File: src/rtl/gate_unit_arbiter.sv
// gate_unit_arbiter
//
// Round-robin arbiter and sequencer in front of one shared mux-built logic
// unit. Each transaction runs as IDLE (grant and capture), then EVAL
// (evaluate and register the result), then RESP (hold the result until the
// downstream handshake).
//
// Ports:
//   clk        single clock, rising edge
//   rst_n      asynchronous active-low reset
//   req_valid  [N_REQ]    per-requester request valid
//   req_op     [2*N_REQ]  opcode per requester, bits [2i+1:2i]
//                         (00 AND, 01 OR, 10 XOR, 11 NAND)
//   req_a      [N_REQ]    operand A per requester
//   req_b      [N_REQ]    operand B per requester
//   req_ready  [N_REQ]    one-hot grant, combinational, IDLE only
//   rsp_valid             result valid (registered)
//   rsp_id     [IDW]      index of the requester owning the result
//   rsp_z                 gate result
//   rsp_ready             downstream accepts the result
//   done_cnt   [8]        completed responses, wraps 255 -> 0
module gate_unit_arbiter #(
    parameter int N_REQ = 4,
    parameter int IDW   = 2
) (
    input  logic               clk,
    input  logic               rst_n,
    input  logic [N_REQ-1:0]   req_valid,
    input  logic [2*N_REQ-1:0] req_op,
    input  logic [N_REQ-1:0]   req_a,
    input  logic [N_REQ-1:0]   req_b,
    output logic [N_REQ-1:0]   req_ready,
    output logic               rsp_valid,
    output logic [IDW-1:0]     rsp_id,
    output logic               rsp_z,
    input  logic               rsp_ready,
    output logic [7:0]         done_cnt
);

    typedef enum logic [1:0] {
        IDLE = 2'd0,
        EVAL = 2'd1,
        RESP = 2'd2
    } state_t;

    localparam logic [IDW-1:0] LAST_IDX = IDW'(N_REQ - 1);

    state_t         state_q, state_d;
    logic [IDW-1:0] ptr_q, ptr_d;
    logic [IDW-1:0] id_q, id_d;
    logic [1:0]     op_q, op_d;
    logic           a_q, a_d;
    logic           b_q, b_d;
    logic           rsp_valid_q, rsp_valid_d;
    logic [IDW-1:0] rsp_id_q, rsp_id_d;
    logic           rsp_z_q, rsp_z_d;
    logic [7:0]     done_cnt_q, done_cnt_d;

    logic           grant_found;
    logic [IDW-1:0] grant_idx;
    logic [IDW-1:0] cand;
    logic           eval_z;
    logic [1:0]     op_arr [N_REQ];

    // Unpack the flat opcode bus so the captured opcode is a plain index.
    // The grant is derived only from state, ptr and req_valid.
    for (genvar gi = 0; gi < N_REQ; gi++) begin : g_req
        assign op_arr[gi]    = req_op[2*gi +: 2];
        assign req_ready[gi] = (state_q == IDLE) && grant_found &&
                               (grant_idx == IDW'(gi));
    end

    // Rotating priority search: start at ptr, walk upward with wrap, take
    // the first valid requester.
    always_comb begin
        grant_found = 1'b0;
        grant_idx   = '0;
        cand        = ptr_q;
        for (int k = 0; k < N_REQ; k++) begin
            if (!grant_found && req_valid[cand]) begin
                grant_found = 1'b1;
                grant_idx   = cand;
            end
            cand = (cand == LAST_IDX) ? '0 : cand + 1'b1;
        end
    end

    // Shared gate unit: every function is a 2:1 mux selected by B.
    always_comb begin
        eval_z = 1'b0;
        case (op_q)
            2'b00:   eval_z = b_q ? a_q  : 1'b0; // AND
            2'b01:   eval_z = b_q ? 1'b1 : a_q;  // OR
            2'b10:   eval_z = b_q ? ~a_q : a_q;  // XOR
            default: eval_z = b_q ? ~a_q : 1'b1; // NAND
        endcase
    end

    always_comb begin
        state_d     = state_q;
        ptr_d       = ptr_q;
        id_d        = id_q;
        op_d        = op_q;
        a_d         = a_q;
        b_d         = b_q;
        rsp_valid_d = rsp_valid_q;
        rsp_id_d    = rsp_id_q;
        rsp_z_d     = rsp_z_q;
        done_cnt_d  = done_cnt_q;
        case (state_q)
            IDLE: begin
                if (grant_found) begin
                    op_d    = op_arr[grant_idx];
                    a_d     = req_a[grant_idx];
                    b_d     = req_b[grant_idx];
                    id_d    = grant_idx;
                    state_d = EVAL;
                end
            end
            EVAL: begin
                rsp_z_d     = eval_z;
                rsp_id_d    = id_q;
                rsp_valid_d = 1'b1;
                state_d     = RESP;
            end
            RESP: begin
                if (rsp_ready) begin
                    rsp_valid_d = 1'b0;
                    // The requester just served drops to lowest priority.
                    ptr_d       = (id_q == LAST_IDX) ? '0 : id_q + 1'b1;
                    done_cnt_d  = done_cnt_q + 8'd1;
                    state_d     = IDLE;
                end
            end
            default: state_d = IDLE;
        endcase
    end

    always_ff @(posedge clk or negedge rst_n) begin
        if (!rst_n) begin
            state_q     <= IDLE;
            ptr_q       <= '0;
            id_q        <= '0;
            op_q        <= '0;
            a_q         <= 1'b0;
            b_q         <= 1'b0;
            rsp_valid_q <= 1'b0;
            rsp_id_q    <= '0;
            rsp_z_q     <= 1'b0;
            done_cnt_q  <= '0;
        end else begin
            state_q     <= state_d;
            ptr_q       <= ptr_d;
            id_q        <= id_d;
            op_q        <= op_d;
            a_q         <= a_d;
            b_q         <= b_d;
            rsp_valid_q <= rsp_valid_d;
            rsp_id_q    <= rsp_id_d;
            rsp_z_q     <= rsp_z_d;
            done_cnt_q  <= done_cnt_d;
        end
    end

    assign rsp_valid = rsp_valid_q;
    assign rsp_id    = rsp_id_q;
    assign rsp_z     = rsp_z_q;
    assign done_cnt  = done_cnt_q;

endmodule

File: config.mk
export PLATFORM = sky130hd
export DESIGN_NAME = gate_unit_arbiter
export DESIGN_NICKNAME = d
export VERILOG_FILES = /design/src/rtl/gate_unit_arbiter.sv
export SDC_FILE = /design/constraint.sdc
export NUM_CORES = 1
export LEC_CHECK = 0
export CORE_MARGIN = 2
export CORE_UTILIZATION = 46
export DETAILED_ROUTE_END_ITERATION = 8
export PLACE_DENSITY = 0.75
export SYNTH_ARGS = -nofsm -noshare
export SYNTH_HDL_FRONTEND = slang
export SYNTH_SLANG_ARGS = --single-unit
File: constraint.sdc
create_clock -name clk -period 2.95 [get_ports clk]
set_clock_uncertainty 0.2 [all_clocks]
set_input_delay 0.59 -clock clk [delete_from_list [all_inputs] [get_ports clk]]
set_output_delay 0.59 -clock clk [all_outputs]
set_load 0.02 [all_outputs]
==> results of run 1 <==
[sequential cells by signal, indices dropped and copies added, names as in the netlist]
register	count
done_cnt	8
id_q	2
op_q	2
ptr_q	2
rsp_id	2
state_q	2
a_q	1
b_q	1
rsp_valid	1
rsp_z	1
[synth_stat cells, types with 3 or more instances]
| master | count |
|---|---|
| xnor2_1 | 7 |
| and3_1 | 6 |
| buf_6 | 5 |
| ha_1 | 5 |
| dfrtp_1 | 22 |
| nor2_1 | 11 |
| nand4_1 | 4 |
| o21ai_1 | 3 |
| nand2_1 | 18 |
| nand2b_1 | 3 |
| inv_1 | 9 |
| mux2i_1 | 4 |
| a21boi_0 | 4 |
| nor2b_1 | 3 |
| o211ai_1 | 4 |
| a21oi_1 | 5 |
| o21ai_0 | 9 |
[worst min-delay path by stage]
stage	from	end	depth (start not counted)	slack, ps
after floorplan	rst_n	a_q	0	90
after global placement	done_cnt[7]	done_cnt[7]	1	260
after detailed placement	done_cnt[7]	done_cnt[7]	1	280
after CTS	done_cnt[7]	done_cnt[7]	1	300
after global routing	done_cnt[3]	done_cnt[3]	1	340
final	done_cnt[7]	done_cnt[7]	1	290
[cell usage in the layout (no fill, tap or decap), types with 4 or more instances in the layout]
master / synthesis / routed
inv_1: 9 / 9
nor2_1: 11 / 10
mux2i_1: 4 / 4
o21ai_0: 9 / 7
nand2_1: 18 / 17
ha_1: 5 / 4
o21ai_1: 3 / 5
xnor2_1: 7 / 7
a21oi_1: 5 / 5
nand4_1: 4 / 4
buf_4: 1 / 32
and3_1: 6 / 6
clkdlybuf4s50_1: 0 / 31
a21boi_0: 4 / 4
o211ai_1: 4 / 4
dfrtp_1: 22 / 22
[power by group through the flow]
stage | logic (W) | clock network, W | registers (W)
global placement | 0.00150 | 0 | 0.000528
detailed placement | 0.00155 | 0 | 0.000540
CTS | 0.00165 | 0.000233 | 0.000538
global route | 0.00189 | 0.000246 | 0.000561
finish | 0.00172 | 0.000230 | 0.000539
floorplan | 0.000974 | 0 | 0.000590
[area by class of cell]
class                      instances  area, sq um
sequential                        22          551
clock inverter                     1         30.0
timing repair buffer              67          588
inverter                          11         41.3
multi-input combinational        122          958
fill                             298         1060
tap                               46         57.6
clock buffer                       3         22.5
[through the flow]
stage | power, W | area, sq um | setup slack [ps]
global route | 0.00270 | 2250 | -284
floorplan | 0.00156 | 1570 | -17.1
global placement | 0.00203 | 2110 | -654
detailed placement | 0.00209 | 2110 | -700
CTS | 0.00242 | 2210 | -170
finish | 0.00249 | 2250 | -202
[cells by family (layout without fill, tap and decap cells)]
logic type	count (synthesis)	after routing	share of synthesized area [%]
compound gates	45	45	24.1
xor+xnor	7	7	3.91
simple gates	56	56	18.8
mux	9	9	7.34
buf+inv	17	82	6.70
flops	22	22	35.1
fa+ha+maj	5	5	3.99
[worst max-delay path: cells and delay by family, from the launching register on]
kind | cells | cell delay (ps)
DFF | 1 | 440
and+or+nand+nor | 3 | 600
buffers and inverters | 1 | 150
adders and majority gates | 1 | 280
AOI/OAI and AO/OA | 3 | 590
[layer usage]
layer / share of wire, % / track usage [%]
met1: 42 / 23.6
met2: 53 / 37.8
met3: 3.5 / 2.88
met4: 1.4 / 7.78
met5: 0 / 0
[repair_timing]
item                       in CTS  in global routing
resized for setup              28                  7
pin swaps                       4                  3
buffers inserted                4                  2
setup endpoints to repair       4                  4
==> reports/metrics.cfg, run 1 <==
[sta]
rsz0062_at_grt = yes
max_slew_margin_pct = 77.7
timing.final.crit_share_pct = 107
whs_ps = 286
fin_crit_ps = 3150
fmaxAchievable_mhz = 317
hold_violations = 0
drv_slew = 0
fin_setup_tns_ps = -700
setup-violations-final = 4
setup_ws_ps = -202
tightest_slew_ps = 333

[grt]
grt_pass1_vias = 1489
grt.overflow.total = 0
grt_pass1_wl_um = 6470
grt_max_degree = 23
antenna_found_initial = 0
groute.usage.overall_pct = 20.3

[setup_path]
cpPeakStageDelay_ps = 440
reg2regPathDepth = 10
start_kind = register
reg2reg_to = a_q
crit_path_frequent_cell = o21ai_4
r2r_start = ptr_q[1]
timing_worst_setup_path_type = reg -> out
worstPathArrival_ps = 2360
reg2reg_setup_slack_ps = 360
crit_chain = ha_4 -> or3_4 -> a211oi_4 -> o21ai_4 -> o21ai_4 -> or2_4 -> nor2_1 -> buf_4
critPathSlowestCell = dfrtp_1
crit_required_ps = 2160
cp-end-kind = output pin
crit_end = req_ready[2]
crit_start = ptr_q[1]
crit_fanout = 7

[synthesis]
synth_top_area_share_pct = 35.1
syn_inst = 161
synth-edff-count = 0
ys_seq_elements = 22
yosys_warnings = 0
syn-cell-area_sq_um = 1570
yosysSeqAreaShare_pct = 35.1
synth_ff_type = dfrtp_1
async_flop_share_pct = 100
synthTopCellsByArea = dfrtp_1 (35%), nand2_1 (4.3%), ha_1 (4.0%)
synth.largest_area_cell = dfrtp_1
syn_area_per_cell_sq_um = 9.74
yosysUniqueCellTypes = 47
synth_nets = 189

[clock_tree]
clock_sinks = 22
cts_buffer_depth = 2
clk_pin_slew_ps = 130
ctsHoldBuffers = 0
cts_tree = yes
cts_root_buf = clkbuf_4
clkLatencyLatePin_ps = 310
h-tree-depth = 1
cts_buffers = 3

[drt]
vias = 1466
viasPerCell = 5.39
drc = 0
final_antenna_net_count = 0
first_pass_iters = 4
drt_iter0_markers = 57
wirelength_um = 3730
wire_per_inst_um = 13.7

[power_and_ir_drop]
power.density_nw_per_um2 = 1110
switchingPower_w = 0.00105
pwr-share-seq_pct = 21.6
internal_power_w = 0.00144
swShare_pct = 42.1
leakagePower_nw = 1.00
combPwrFrac_pct = 69.1
ir_drop_mv = 0.714
p_clk_share_pct = 9.2

[layout]
final_cells = 272
num_antenna_cells = 0
fin_nets = 255
drive_gt1_share_pct = 28.3
fin_util_pct = 67.9
area_growth_pct = 43.4

[die]
die_w_um = 62.4
core_area_sq_um = 3310
placementRows = 21
die-area_sq_um = 3890
initial_core_util_pct = 47.4
io_pins = 39
die_y_um = 62.4

[placed_design]
dp.cells = 262
gp_congestion = 0.895
hpwl_um = 2940
portBuffers = 38

[run_status]
status = finished with violations
violations = negative setup slack

[worst_hold_path]
min_path_type = reg -> reg

[flow_run]
maxCapViolations = 0

No activity file was read; power rests on OpenSTA's default activity.
==> run 2: changes to the inputs <==
- CORE_ASPECT_RATIO: unset -> 0.9
- clock period: 2.95 -> 3.2 ns (I/O delays scaled with it)
==> run 2 against run 1 <==
  * The flow now finishes without violations
  * Hold slack got worse by 11 ps
  * Sequential cell count did not move
  * Final cell count fell by 3.7%
  * Die area barely moved
  * Register-to-register slack improved by 330 ps
  * Design area fell by 1.8%
  * Worst setup slack improved by 250 ps
==> reports/metrics.cfg, run 2 (same netlist as run 1, synthesis figures left out) <==
[setup_path]
crit_required_ps = 2360  ; +200 ps
cp-end-kind = output pin
cpPeakStageDelay_ps = 430  ; about the same
worstPathArrival_ps = 2310  ; -50 ps
start_kind = register
cp_top_family = simple AND/OR/NAND/NOR gates
timing_worst_setup_path_type = reg -> out
crit_chain = ha_4 -> or3_4 -> a211oi_4 -> o21ai_4 -> o22ai_2 -> nand2_1 -> nor2_1 -> buf_4
cp_num_buf_inv = 1  ; unchanged
crit_fanout = 5  ; -2
critPathSlowestCell = dfrtp_1

[placed_design]
dp_slack_ps = -585  ; +115 ps
portBuffers = 38  ; unchanged
dp.cells = 257  ; -1.9%
gp_congestion = 0.997  ; +11%
hpwl_um = 2980  ; +1.3%

[grt]
groute.usage.overall_pct = 21.1  ; +0.81 points
grt_pass1_wl_um = 6250  ; -3.3%
antenna_found_initial = 0  ; unchanged
grt_pass1_vias = 1410  ; -5.3%
grt.overflow.total = 0  ; unchanged
grt_max_degree = 23  ; unchanged

[layout]
final_cells = 262  ; -3.7%
final_common_cell = clkdlybuf4s50_1
num_antenna_cells = 0  ; unchanged
largest_reg_flops = 8  ; unchanged
area_growth_pct = 40.9
drive_gt1_share_pct = 25.7  ; -2.6 points
mostFrequentLayoutCells = clkdlybuf4s50_1 (30), buf_4 (23), dfrtp_1 (22)
fin_nets = 247  ; -3.1%

[sta]
fmaxAchievable_mhz = 318
drv_slew = 0  ; unchanged
setup-violations-final = 0  ; -4
whs_ps = 275  ; -11.4 ps
max_slew_margin_pct = 73.8  ; -3.9 points
timing.final.crit_share_pct = 98.4
setup_ws_ps = 52.2  ; +254 ps
fin_crit_ps = 3150
hold_violations = 0  ; unchanged
tightest_slew_ps = 392  ; +58.5 ps
fin_setup_tns_ps = 0  ; +700 ps

[drt]
viasPerCell = 5.48  ; +1.8%
wirelength_um = 4010  ; +7.6%
drt_iter0_markers = 45  ; -21%
wire_per_inst_um = 15.3  ; +12%
drc = 0  ; unchanged
vias = 1437  ; -2.0%
first_pass_iters = 5  ; +1
wl_met2_um = 2110  ; +6.1%
maxUsedRoutingLayer = met4
dr_wl_met3_um = 216  ; +65%
met1Wirelength_um = 1640  ; +5.5%
final_antenna_net_count = 0  ; unchanged

[die]
die_y_um = 59.4  ; -4.8%
die-area_sq_um = 3890  ; about the same
initial_core_util_pct = 47.1  ; -0.25 points
die_w_um = 65.5  ; +5.1%
placementRows = 20  ; -4.8%
core_area_sq_um = 3330  ; +0.53%
io_pins = 39  ; unchanged

[clock_tree]
clkLatencyLatePin_ps = 270  ; -40 ps
ctsHoldBuffers = 0  ; unchanged
clock_sinks = 22  ; unchanged
h-tree-depth = 1  ; unchanged
cts_tree = yes
cts_root_buf = clkbuf_8
cts_buffer_depth = 2  ; unchanged
cts_buffers = 3  ; unchanged
clk_pin_slew_ps = 90  ; -40 ps

[power_and_ir_drop]
ir_drop_mv = 0.673  ; -5.7%
leakagePower_nw = 0.976  ; -2.5%
totalPowerFinal_w = 0.00230  ; -7.7%
power.density_nw_per_um2 = 1040  ; -6.1%

[run_status]
status = complete, no violations

[flow_run]
maxCapViolations = 0  ; unchanged

[worst_hold_path]
min_path_type = reg -> reg

[run 2: changes by cell type in the layout (fill, tap and decap cells not counted), sizes merged]
cell           change
dlymetal6s2s       +1
clkdlybuf4s50      -1
buf                -8
[run 2: final timing paths]
kind	startpoint	to	slack (ps)	depth (start not counted)
worst max-delay path	ptr_q[1]	req_ready[0]	50	8
worst min-delay path	done_cnt[7]	done_cnt[7]	270	1
worst max register to register	ptr_q[1]	b_q	690	9
worst min register to register	done_cnt[7]	done_cnt[7]	270	1
max in group asynchronous	rst_n	rsp_id[0]	2050	2
min in group asynchronous	rst_n	ptr_q[1]	520	2
[run 2: layer usage]
metal	global-route usage [%]	vias up
li1	-	692
met2	42.6	64
met3	3.04	5
met1	23.8	676
met5	0	-
met4	3.57	0
[run 2: area by class of cell]
cell class | instances | area (sq um)
fill | 277 | 1120
inverter | 11 | 41.3
multi-input combinational | 122 | 962
sequential | 22 | 551
timing repair buffer | 59 | 528
clock inverter | 1 | 30.0
tap | 44 | 55.1
clock buffer | 3 | 41.3
[run 2: worst reg2reg max path: cells and delay by family (launching register included)]
kind                       cells  cell delay, ps
AOI/OAI and AO/OA              5             880
buffers and inverters          2             210
and+or+nand+nor                1             400
adders and majority gates      1             280
DFF                            1             430
[run 2: metrics by stage]
step | utilization (%) | area (sq um)
after global routing | 66.4 | 2210
after detailed placement | 62.8 | 2090
final | 66.4 | 2210
after global placement | 62.8 | 2090
after floorplan | - | 1570
after CTS | 64.7 | 2150
[run 2: what timing repair did]
| item | CTS | global route |
|---|---|---|
| resized for setup | 23 | 9 |
| buffers inserted | 0 | 1 |
| setup endpoints to repair | 4 | 4 |
| pin swaps | 3 | 7 |
| cloned | 0 | 0 |
[run 2: power by group]
part	internal, W	total, W	switching, W
registers	0.000391	0.000501	0.000110
clock network	0.000167	0.000268	0.000101
logic	0.000753	0.00153	0.000777
